--- src/rtl/vga_timing_ctrl_pkg.sv ---
// Shared raster constants for the 640x480@60 Hz display path.
// Both the timing controller and the pixel generator take these values
// so that they agree on geometry and colour encoding.
package vga_timing_ctrl_pkg;

   // Horizontal timing, in pixel clocks
   localparam int DEF_H_SYNC  = 96;
   localparam int DEF_H_BACK  = 48;
   localparam int DEF_H_VALID = 640;
   localparam int DEF_H_FRONT = 16;

   // Vertical timing, in lines
   localparam int DEF_V_SYNC  = 2;
   localparam int DEF_V_BACK  = 33;
   localparam int DEF_V_VALID = 480;
   localparam int DEF_V_FRONT = 10;

   // Derived totals and visible-window starts
   localparam int DEF_H_TOTAL = DEF_H_SYNC + DEF_H_BACK + DEF_H_VALID + DEF_H_FRONT;
   localparam int DEF_V_TOTAL = DEF_V_SYNC + DEF_V_BACK + DEF_V_VALID + DEF_V_FRONT;
   localparam int DEF_HS      = DEF_H_SYNC + DEF_H_BACK;
   localparam int DEF_VS      = DEF_V_SYNC + DEF_V_BACK;

   // Counter/coordinate width and the "no coordinate" marker
   localparam int              CNT_W      = 10;
   localparam logic [CNT_W-1:0] COORD_NONE = 10'h3FF;

   // RGB565 colour constants
   localparam logic [15:0] BLACK = 16'h0000;
   localparam logic [15:0] WHITE = 16'hFFFF;

endpackage

--- src/rtl/vga_timing_ctrl.sv ---
// Raster timing generator: horizontal/vertical counters, sync decode,
// visible-window flag, pixel-request coordinates (leading the visible
// window by PIX_LAT cycles) and gating of returned pixel data onto rgb.
module vga_timing_ctrl
   import vga_timing_ctrl_pkg::*;
#(
   parameter int   H_SYNC   = DEF_H_SYNC,
   parameter int   H_BACK   = DEF_H_BACK,
   parameter int   H_VALID  = DEF_H_VALID,
   parameter int   H_FRONT  = DEF_H_FRONT,
   parameter int   V_SYNC   = DEF_V_SYNC,
   parameter int   V_BACK   = DEF_V_BACK,
   parameter int   V_VALID  = DEF_V_VALID,
   parameter int   V_FRONT  = DEF_V_FRONT,
   parameter logic SYNC_POL = 1'b1,
   parameter int   PIX_LAT  = 1
) (
   input  logic             vga_clk,
   input  logic             sys_rst,
   input  logic [15:0]      pix_data,
   output logic [CNT_W-1:0] pix_x,
   output logic [CNT_W-1:0] pix_y,
   output logic             hsync,
   output logic             vsync,
   output logic             rgb_valid,
   output logic [15:0]      rgb,
   output logic             frame_start
);

   localparam int H_TOTAL = H_SYNC + H_BACK + H_VALID + H_FRONT;
   localparam int V_TOTAL = V_SYNC + V_BACK + V_VALID + V_FRONT;
   localparam int HS      = H_SYNC + H_BACK;
   localparam int VS      = V_SYNC + V_BACK;

   // All compare points sized to the counter width; every value fits in
   // 10 bits because both totals are at most 1024.
   localparam logic [CNT_W-1:0] H_LAST      = CNT_W'(H_TOTAL - 1);
   localparam logic [CNT_W-1:0] V_LAST      = CNT_W'(V_TOTAL - 1);
   localparam logic [CNT_W-1:0] HSYNC_END   = CNT_W'(H_SYNC);
   localparam logic [CNT_W-1:0] VSYNC_END   = CNT_W'(V_SYNC);
   localparam logic [CNT_W-1:0] VIS_H_START = CNT_W'(HS);
   localparam logic [CNT_W-1:0] VIS_H_END   = CNT_W'(HS + H_VALID);
   localparam logic [CNT_W-1:0] VIS_V_START = CNT_W'(VS);
   localparam logic [CNT_W-1:0] VIS_V_END   = CNT_W'(VS + V_VALID);
   // The request window is the visible window pulled earlier by PIX_LAT.
   // PIX_LAT never exceeds the back porch, so it stays inside one line.
   localparam logic [CNT_W-1:0] REQ_H_START = CNT_W'(HS - PIX_LAT);
   localparam logic [CNT_W-1:0] REQ_H_END   = CNT_W'(HS + H_VALID - PIX_LAT);

   logic [CNT_W-1:0] cnt_h_q, cnt_h_d;
   logic [CNT_W-1:0] cnt_v_q, cnt_v_d;
   logic             lineEnd;
   logic             rowActive;
   logic             colVisible;
   logic             colRequest;
   logic             inRequest;

   // Next-state for both counters: the horizontal counter free-runs and
   // wraps at the end of the line, the vertical one steps only then.
   always_comb begin
      cnt_h_d = cnt_h_q + CNT_W'(1);
      cnt_v_d = cnt_v_q;
      lineEnd = (cnt_h_q == H_LAST);
      if (lineEnd) begin
         cnt_h_d = '0;
         if (cnt_v_q == V_LAST) begin
            cnt_v_d = '0;
         end else begin
            cnt_v_d = cnt_v_q + CNT_W'(1);
         end
      end
   end

   // Horizontal counter register; reset restarts the frame from any point.
   always_ff @(posedge vga_clk) begin
      if (sys_rst) begin
         cnt_h_q <= '0;
      end else begin
         cnt_h_q <= cnt_h_d;
      end
   end

   // Vertical counter register; reset alongside the horizontal counter.
   always_ff @(posedge vga_clk) begin
      if (sys_rst) begin
         cnt_v_q <= '0;
      end else begin
         cnt_v_q <= cnt_v_d;
      end
   end

   // Window decodes taken straight from the registered counters so the
   // syncs and flags cannot glitch on counter carries.
   assign rowActive  = (cnt_v_q >= VIS_V_START) && (cnt_v_q < VIS_V_END);
   assign colVisible = (cnt_h_q >= VIS_H_START) && (cnt_h_q < VIS_H_END);
   assign colRequest = (cnt_h_q >= REQ_H_START) && (cnt_h_q < REQ_H_END);
   assign inRequest  = rowActive && colRequest;

   assign hsync       = (cnt_h_q < HSYNC_END) ? SYNC_POL : ~SYNC_POL;
   assign vsync       = (cnt_v_q < VSYNC_END) ? SYNC_POL : ~SYNC_POL;
   assign rgb_valid   = rowActive && colVisible;
   assign frame_start = (cnt_h_q == '0) && (cnt_v_q == '0);

   // Coordinates only mean anything inside the request window, which is
   // also what keeps these subtractions from ever underflowing.
   assign pix_x = inRequest ? (cnt_h_q - REQ_H_START) : COORD_NONE;
   assign pix_y = inRequest ? (cnt_v_q - VIS_V_START) : COORD_NONE;

   assign rgb = rgb_valid ? pix_data : BLACK;

endmodule
--- config.mk ---
export PLATFORM = sky130hd
export DESIGN_NAME = vga_timing_ctrl
export DESIGN_NICKNAME = d
export VERILOG_FILES = /design/src/rtl/vga_timing_ctrl_pkg.sv /design/src/rtl/vga_timing_ctrl.sv
export SDC_FILE = /design/constraint.sdc
export NUM_CORES = 1
export LEC_CHECK = 0
export BUFFER_PORTS_ARGS = -buffer_cell sky130_fd_sc_hd__buf_2
export CAP_MARGIN = 0
export CORE_MARGIN = 2
export CORE_UTILIZATION = 40
export CTS_BUF_LIST = sky130_fd_sc_hd__clkbuf_8
export DETAILED_ROUTE_END_ITERATION = 6
export HOLD_SLACK_MARGIN = 0.15
export PLACE_DENSITY = 0.69
export SKIP_CTS_REPAIR_TIMING = 1
export SYNTH_ARGS = -nofsm -noshare
export SYNTH_HDL_FRONTEND = slang
export SYNTH_SLANG_ARGS = --single-unit
--- constraint.sdc ---
create_clock -name vga_clk -period 4.2 [get_ports vga_clk]
set_input_delay 0.21 -clock vga_clk [delete_from_list [all_inputs] [get_ports vga_clk]]
set_output_delay 0.21 -clock vga_clk [all_outputs]
set_load 0.02 [all_outputs]
* Word-level counts from Yosys, hierarchy flattened
Index checks and enable logic that the tools add are counted.
** Storage, ports and cells
- Word-level logic and storage cells :: 31
- Flip-flop bits (word level) :: 20
- Input port bits :: 18
- Output and inout bits :: 40
** Operators by class
- Reduce and logical (&&, ||, !) cells :: 9
- Mux-type cells :: 6
- Magnitude comparators :: 8
- Add/subtract/negate cells :: 4
- Equal/unequal tests :: 2
** Operator list (number)
- $lt A10 B10 Y1 const B :: 3
- $mux W10 :: 3
- $add A10 B1 Y10 const B :: 2
- $eq A10 B10 Y1 const B :: 2
- $ge A10 B8 Y1 const B :: 2
- $logic_not A10 Y1 :: 2
- $mux W16 :: 1
- $ge A10 B6 Y1 const B :: 1
- $lt A10 B2 Y1 const B :: 1
- $lt A10 B7 Y1 const B :: 1
- $sub A10 B6 Y10 const B :: 1
- $sub A10 B8 Y10 const B :: 1
- $logic_and A1 B1 Y1 :: 6
- $mux W1 :: 2
- $reduce_or A2 Y1 :: 1

* Logic depth before layout (Yosys ltp)
Gate-level depths: netlist of run 1.
- Depth in word-level cells :: 4
- Gate-level depth with buffers :: 7
- Mapped depth without buffers :: 6

* Worst setup path before layout of run 1
Ideal clock, no wire load.
- Path type :: flip-flop to output port
- Start point :: register cnt_v_q[1]
- End point :: output port rgb[10]
- Data arrival time :: 2.009 ns
- Required time :: 3.990 ns
- Path slack :: 1.981 ns
- Buffers on the path :: 2
- Cell stages (with the launch flop) :: 8
- Cells stage by stage :: dfxtp_1 ha_1 clkbuf_1 o41ai_1 a21o_1 a211oi_2 buf_2 and2_1
** On the way
- Word-level cells in the longest chain between the ends :: 4
- Elaborated cells between the ends (all ways) :: 5
- Those cells by class :: 2 x order compare; 1 x mux; 2 x reduce/logical
** Ends and longest elaborated chain
- from (decl) :: RTL line vga_timing_ctrl.sv:51 : logic [CNT_W-1:0] cnt_v_q, cnt_v_d;
- from (signal assigned) :: RTL line vga_timing_ctrl.sv:88 : cnt_v_q <= cnt_v_d;
- $ge A10 B6 Y1 / $lt A10 B10 Y1 (equally long branches) :: RTL line vga_timing_ctrl.sv:94 : assign rowActive = (cnt_v_q >= VIS_V_START) && (cnt_v_q < VIS_V_END);
- $logic_and A1 B1 Y1 * :: RTL line vga_timing_ctrl.sv:94
- $logic_and A1 B1 Y1 * :: RTL line vga_timing_ctrl.sv:101 : assign rgb_valid = rowActive && colVisible;
- net rgb_valid :: RTL line vga_timing_ctrl.sv:25 : output logic rgb_valid,
- $mux W16 * :: RTL line vga_timing_ctrl.sv:109 : assign rgb = rgb_valid ? pix_data : BLACK;
- to (decl) :: RTL line vga_timing_ctrl.sv:26 : output logic [15:0] rgb,
Mark *: on every way through the listed nets, which the timed path passes. The rest lies on a longest branch.

* Final worst setup path of run 1
- Start point :: register cnt_v_q[0]
- End point :: output port pix_y[1]
** On the way
- Word-level cells in the longest chain between the ends :: 4
- Elaborated cells between the ends (all ways) :: 6
- Those cells by class :: 1 x add/sub; 2 x order compare; 1 x mux; 2 x reduce/logical
** Ends and longest elaborated chain
- $ge A10 B6 Y1 / $lt A10 B10 Y1 (equally long branches) :: RTL line vga_timing_ctrl.sv:94
- $logic_and A1 B1 Y1 :: RTL line vga_timing_ctrl.sv:94
- $logic_and A1 B1 Y1 :: RTL line vga_timing_ctrl.sv:97 : assign inRequest = rowActive && colRequest;
- $mux W10 * :: RTL line vga_timing_ctrl.sv:107 : assign pix_y = inRequest ? (cnt_v_q - VIS_V_START) : COORD_NONE;
- to (decl) :: RTL line vga_timing_ctrl.sv:22 : output logic [CNT_W-1:0] pix_y,
Every way passes the cells marked *; elsewhere a longest branch is shown, timed or not.

==> results of run 1 <==
## area by class of cell
cell class              count  area, um^2
flip-flops and latches     20         400
well taps                  48        60.1
inverters                   6        22.5
multi-input cells         165        1050
fillers                   376        1830
clock buffers               4        55.1
repair buffers             58         293
## power by group through the flow
| stage | logic, uW | clock network (uW) | registers (uW) |
|---|---|---|---|
| floorplan | 13.0 | 0 | 199 |
| global placement | 25.3 | 0 | 199 |
| detailed placement | 25.4 | 0 | 199 |
| CTS | 25.5 | 153 | 195 |
| global route | 28.1 | 160 | 195 |
| finish | 25.0 | 149 | 195 |
## Yosys cell counts, drive strengths merged, types with 2 or more instances
| library cell | count |
|---|---|
| buf | 7 |
| dfxtp | 20 |
| clkbuf | 13 |
| o31ai | 4 |
| nor4 | 4 |
| and4 | 2 |
| a21boi | 2 |
| xnor2 | 14 |
| ha | 4 |
| nand3b | 2 |
| a21oi | 13 |
| or4 | 3 |
| nor2 | 16 |
| nand2 | 12 |
| xor2 | 5 |
| or3 | 5 |
| inv | 6 |
| nand3 | 22 |
| and3 | 5 |
| nor2b | 2 |
| nor3 | 7 |
| and2 | 16 |
| nand4 | 9 |
| o21ai | 3 |
## worst max-delay path, cell delays in order, from the launching register on
cell,delay (ns)
dfxtp_1,0.39
ha_1,0.35
o41ai_1,0.64
a21o_1,0.23
nand2_1,0.38
nand3b_1,0.25
buf_2,0.19
## routing by layer
layer	GRT usage [%]	vias up
li1	-	835
met1	25.4	753
met2	29.9	65
met3	2.70	2
met4	4.85	0
met5	0	-
## sequential cells by signal, indices dropped and copies added (netlist names)
name / count
cnt_h_q: 10
cnt_v_q: 10
## metrics by stage
stage / worst slack [ns] / util (%)
final: 1.30 / 50.6
after global routing: 1.05 / 50.6
after CTS: 1.28 / 50.6
after detailed placement: 1.58 / 49.2
after global placement: 1.67 / 49.2
after floorplan: 1.98 / -
## cells by family (layout without fill, tap and decap cells)
logic type               Yosys count  after routing
buffers and inverters             26             68
XOR/XNOR                          19             19
AO/OA/AOI/OAI                     32             32
AND/OR/NAND/NOR                  110            110
adder cells (fa/ha/maj)            4              4
flip-flops                        20             20
## how the worst max path moves through the flow
stage,endpoint,startpoint,slack [ns],cells after the start
after floorplan,rgb[10],cnt_v_q[1],1.98,7
after global placement,pix_y[1],cnt_v_q[0],1.67,6
after detailed placement,pix_y[1],cnt_v_q[0],1.58,6
after CTS,pix_y[1],cnt_v_q[0],1.28,6
after global routing,pix_x[7],cnt_v_q[0],1.05,6
final,pix_y[1],cnt_v_q[0],1.30,6
==> results.txt, run 1 <==
Initial antenna violation count = 0
Final routed DRC violation total = 0
Drt pass-1 iters = 4
I/O Pins = 58
Yosys reg bits = 20
Reg2reg end = cnt_v_q[3]
Worst EP required = 3.99 ns
Post-route design area = 1880 um^2
Pwr Total = 369 uW
Hold path cells = 2
Met3 wire length = 359 um
LEAKAGE = 0.000764 uW
Reg2Reg Setup Slack = 2.09 ns
Highest metal used = met4
Seq/Total Area, Yosys = 25.4%
Hold crit path type = in2reg
Post-DRT Antenna Nets = 0
Clock Skew = 0.00187 ns
H-tree level count = 1
Setup Viol. Count Final = 0
Max IR drop VDD = 0.143 mV
Combinational share of power = 6.8%
Fmax = 345 MHz
Hold Fails Final Rpt = 0
Wirelength per Cell = 13.1 um
Non-Filler Instances = 301
Placed inst area = 1830 um^2
# diodes = 0
Grt ovf = 0
EDFF count, synth = 0
CTS Buffer Depth = 2
# nets final = 276
Row count = 22
Syn Nets = 233
Clk root buf = clkbuf_8
Iter 0 DRT Violations = 53
Reg power frac = 52.8%
Commonest non-fill, non-tap cells in the layout = buf_2, nand3_1, dfxtp_1
Vias per cell = 5.50
Main combinational cell family by area after synthesis = simple AND/OR/NAND/NOR gates
Clk network pwr share = 40.4%
Total GRT Usage = 18.4%
Min cycle time layout = 2.90 ns
Die area = 4470 um^2
Synth area leaders = dfxtp_1, xnor2_1, nand3_1
Vias in the first global route = 1463
Commonest non-fill, non-tap cell in the layout = buf_2
Hold Path End = cnt_v_q[1]
Hold Path Origin = sys_rst
Final worst path period share = 69.0%
Drt total wl = 3.94 mm
Starting density of the core = 42.5%
CP max FO = 20
Die Height = 66.8 um
Worst-margin pin slew = 0.772 ns
Pin count of the biggest net entering global routing = 21
P&R area growth vs syn = 19.2%
Mapped Area = 1580 um^2
Post-synthesis compound-gate area fraction = 13.8%
Ys async rst share = 0%
Adder-cell share of the synthesized area = 3.17%
Inst Count DP = 297
Avg Cell Area, Syn = 7.48 um^2
Post-Synth XOR/XNOR Area = 10.5%
Mapped Cells = 211
Worst reg2reg path startpoint = cnt_h_q[0]
Mux share of post-synthesis cell area = 0%
Gpl congestion = 0.834
Synth cell types = 45
Vias = 1655
Rel. slew slack = 48.5%
Sw Share = 22.1%
Die Width = 66.8 um
Cell Int Power = 288 uW
Length in cells of the worst reg-to-reg path = 5
Worst hold margin = 0.226 ns
Crit path capture type = primary output
Yosys warns = 0
Post-synthesis simple-gate area fraction = 39.1%
Global-route wire length before repair = 6.44 mm
Arr. time, crit path = 2.69 ns
Power Dens Cells = 196 nW/um^2
Clk_lat worst skew = 0.26 ns
Final HPWL DP = 3.00 mm
Met2 routed WL = 1.73 mm
CTS tree = done
RSZ-0062 raised after global routing = no
Status = completed
Post-synth top area share = 25.4%
Primary FF master, synth = dfxtp_1
Core footprint = 3720 um^2
Cell taking the most area after synthesis = dfxtp_1
Max cap viols = 0
Register clock-pin slew on the reported worst setup and hold paths = 0.08 ns
Total negative slack = 0 ns
WL met1 = 1.83 mm
Fin. max-slew vios = 0
Total clock buffers created by CTS = 3
Worst setup SP type = register
IO buf count = 57
Layout cells sized above 1 = 27.7%
Worst setup path class = reg2out
NetSw = 81.5 uW
CTS Sinks = 20
Power figures use the tool's default switching activity.
==> run 2, diff against run 1 <==
- clock period: 4.2 -> 3 ns (I/O delays scaled with it)
==> results.txt, run 2 (synthesis gave the netlist of run 1 again) <==
Commonest non-fill, non-tap cells in the layout = buf_2, nand3_1, dfxtp_1
Min cycle time layout = 2.71 ns
Drt pass-1 iters = 4 (unchanged)
Vias in the first global route = 1404 (-4.0%)
Status = completed
LEAKAGE = 0.000776 uW (+1.5%)
P&R area growth vs syn = 20.7%
Total clock buffers created by CTS = 3 (unchanged)
Final HPWL DP = 3.04 mm (+1.1%)
Gpl congestion = 0.789 (-5.4%)
Row count = 22 (unchanged)
Final worst setup slack = 0.295 ns (-1.01 ns)
CP max stage cell = a211oi_2
Max IR drop VDD = 0.156 mV (+8.5%)
CP max stage delay = 0.58 ns (-0.06 ns)
Length in cells of the worst reg-to-reg path = 5 (unchanged)
Register clock-pin slew on the reported worst setup and hold paths = 0.08 ns (about the same)
I/O Pins = 58 (unchanged)
Vias per cell = 5.49 (about the same)
Clk root buf = clkbuf_8
Worst-margin pin slew = 0.710 ns (-0.0618 ns)
Power Dens Cells = 303 nW/um^2 (+55%)
Max cap viols = 0 (unchanged)
Die area = 4470 um^2 (unchanged)
Final worst path period share = 90.2%
Clk_lat worst skew = 0.26 ns (about the same)
# nets final = 277 (+0.36%)
Grt ovf = 0 (unchanged)
Post-DRT Antenna Nets = 0 (unchanged)
RSZ-0062 raised after global routing = no
IO buf count = 57 (unchanged)
Placed inst area = 1830 um^2 (+0.41%)
Wirelength per Cell = 13.5 um (+3.1%)
Global-route wire length before repair = 6.41 mm (-0.42%)
Drt total wl = 4.07 mm (+3.5%)
Die Height = 66.8 um (unchanged)
H-tree level count = 1 (unchanged)
CTS tree = done
Crit path capture type = primary output
Hold Fails Final Rpt = 0 (unchanged)
Multi-input gate area = 1050 um^2 (unchanged)
Arr. time, crit path = 2.56 ns (-0.13 ns)
Worst setup SP type = register
Layout cells sized above 1 = 28.0% (+0.28 points)
Worst EP required = 2.85 ns (-1.14 ns)
Pin count of the biggest net entering global routing = 21 (unchanged)
Non-Filler Instances = 302 (+0.33%)
Fin. max-slew vios = 0 (unchanged)
Iter 0 DRT Violations = 76 (+43%)
Worst path depth = 7 (+1)
Largest regs = cnt_h_q (10), cnt_v_q (10)
Setup Slack @ Placement = 0.610 ns (-0.970 ns)
Hold path cells = 2 (unchanged)
Hold crit path type = in2reg
Post-route design area = 1910 um^2 (+1.3%)
# diodes = 0 (unchanged)
Total GRT Usage = 18.6% (+0.16 points)
Initial antenna violation count = 0 (unchanged)
Commonest non-fill, non-tap cell in the layout = buf_2
Fillers = 360 (-4.3%)
Clock Skew = 0.00476 ns (+0.00289 ns)
Buf+Inv Stages, Crit Path = 2 (+1)
Die Width = 66.8 um (unchanged)
Core footprint = 3720 um^2 (unchanged)
CTS Sinks = 20 (unchanged)
Starting density of the core = 42.5% (unchanged)
Register area = 400 um^2 (unchanged)
Worst setup path class = reg2out
Total negative slack = 0 ns (unchanged)
Worst-path cell chain = ha_1 -> o41ai_1 -> buf_4 -> a21o_1 -> a211oi_2 -> and2_1 -> buf_2
CP max FO = 17 (-15%)
Rel. slew slack = 52.3% (+3.8 points)
Inst Count DP = 298 (+0.34%)
CTS Buffer Depth = 2 (unchanged)
Cell family with most CP delay = compound AO/OA/AOI/OAI gates
Vias = 1659 (+0.24%)
Final routed DRC violation total = 0 (unchanged)
Setup Viol. Count Final = 0 (unchanged)
Fmax = 370 MHz
==> run 2: worst register-to-register path: cells and delay by family, from the launching register on <==
family / cells / cell delay [ns]
simple gates: 3 / 0.81
fa+ha+maj: 1 / 0.25
compound gates: 1 / 0.51
flops: 1 / 0.41
==> run 2: routing by layer <==
metal | up-vias | wire (um) | GRT usage [%]
li1 | 836 | - | -
met1 | 741 | 1830 | 24.7
met2 | 77 | 1810 | 30.6
met3 | 5 | 387 | 2.53
met4 | 0 | 53 | 6.38
met5 | - | 0 | 0
==> run 2: path summary, 6_finish.rpt <==
path,slack [ns],start,end
setup reg to reg,0.88,cnt_h_q[0],cnt_v_q[3]
hold reg to reg,0.50,cnt_h_q[0],cnt_h_q[0]
setup / recovery,0.29,cnt_v_q[0],rgb[11]
hold / removal,0.17,sys_rst,cnt_h_q[6]
==> run 2: per-stage QoR <==
| stage | util (%) | hold WS, ns | power, uW |
|---|---|---|---|
| 2_1_floorplan | - | 0.219 | 296 |
| 3_3_place_gp | 49.4 | 0.438 | 315 |
| 3_5_place_dp | 49.4 | 0.439 | 316 |
| 4_1_cts | 51.3 | 0.159 | 583 |
| 5_1_grt | 51.3 | 0.178 | 596 |
| 6_report | 51.3 | 0.170 | 578 |
==> run 2: where the power goes <==
part	internal [uW]	leakage, uW	switching (uW)	total [uW]
clock network	178	0.0000357	91.2	269
registers	269	0.000162	4.15	273
logic	17.3	0.000578	18.4	35.7
total	464	0.000776	114	578
==> run 2: cell type report <==
type / count / area share (%)
clock buffers: 3 / 2.17
clock inverters: 1 / 1.58
inverters: 6 / 1.18
multi-input cells: 165 / 55.2
flip-flops and latches: 20 / 21.0
well taps: 48 / 3.15
repair buffers: 59 / 15.8
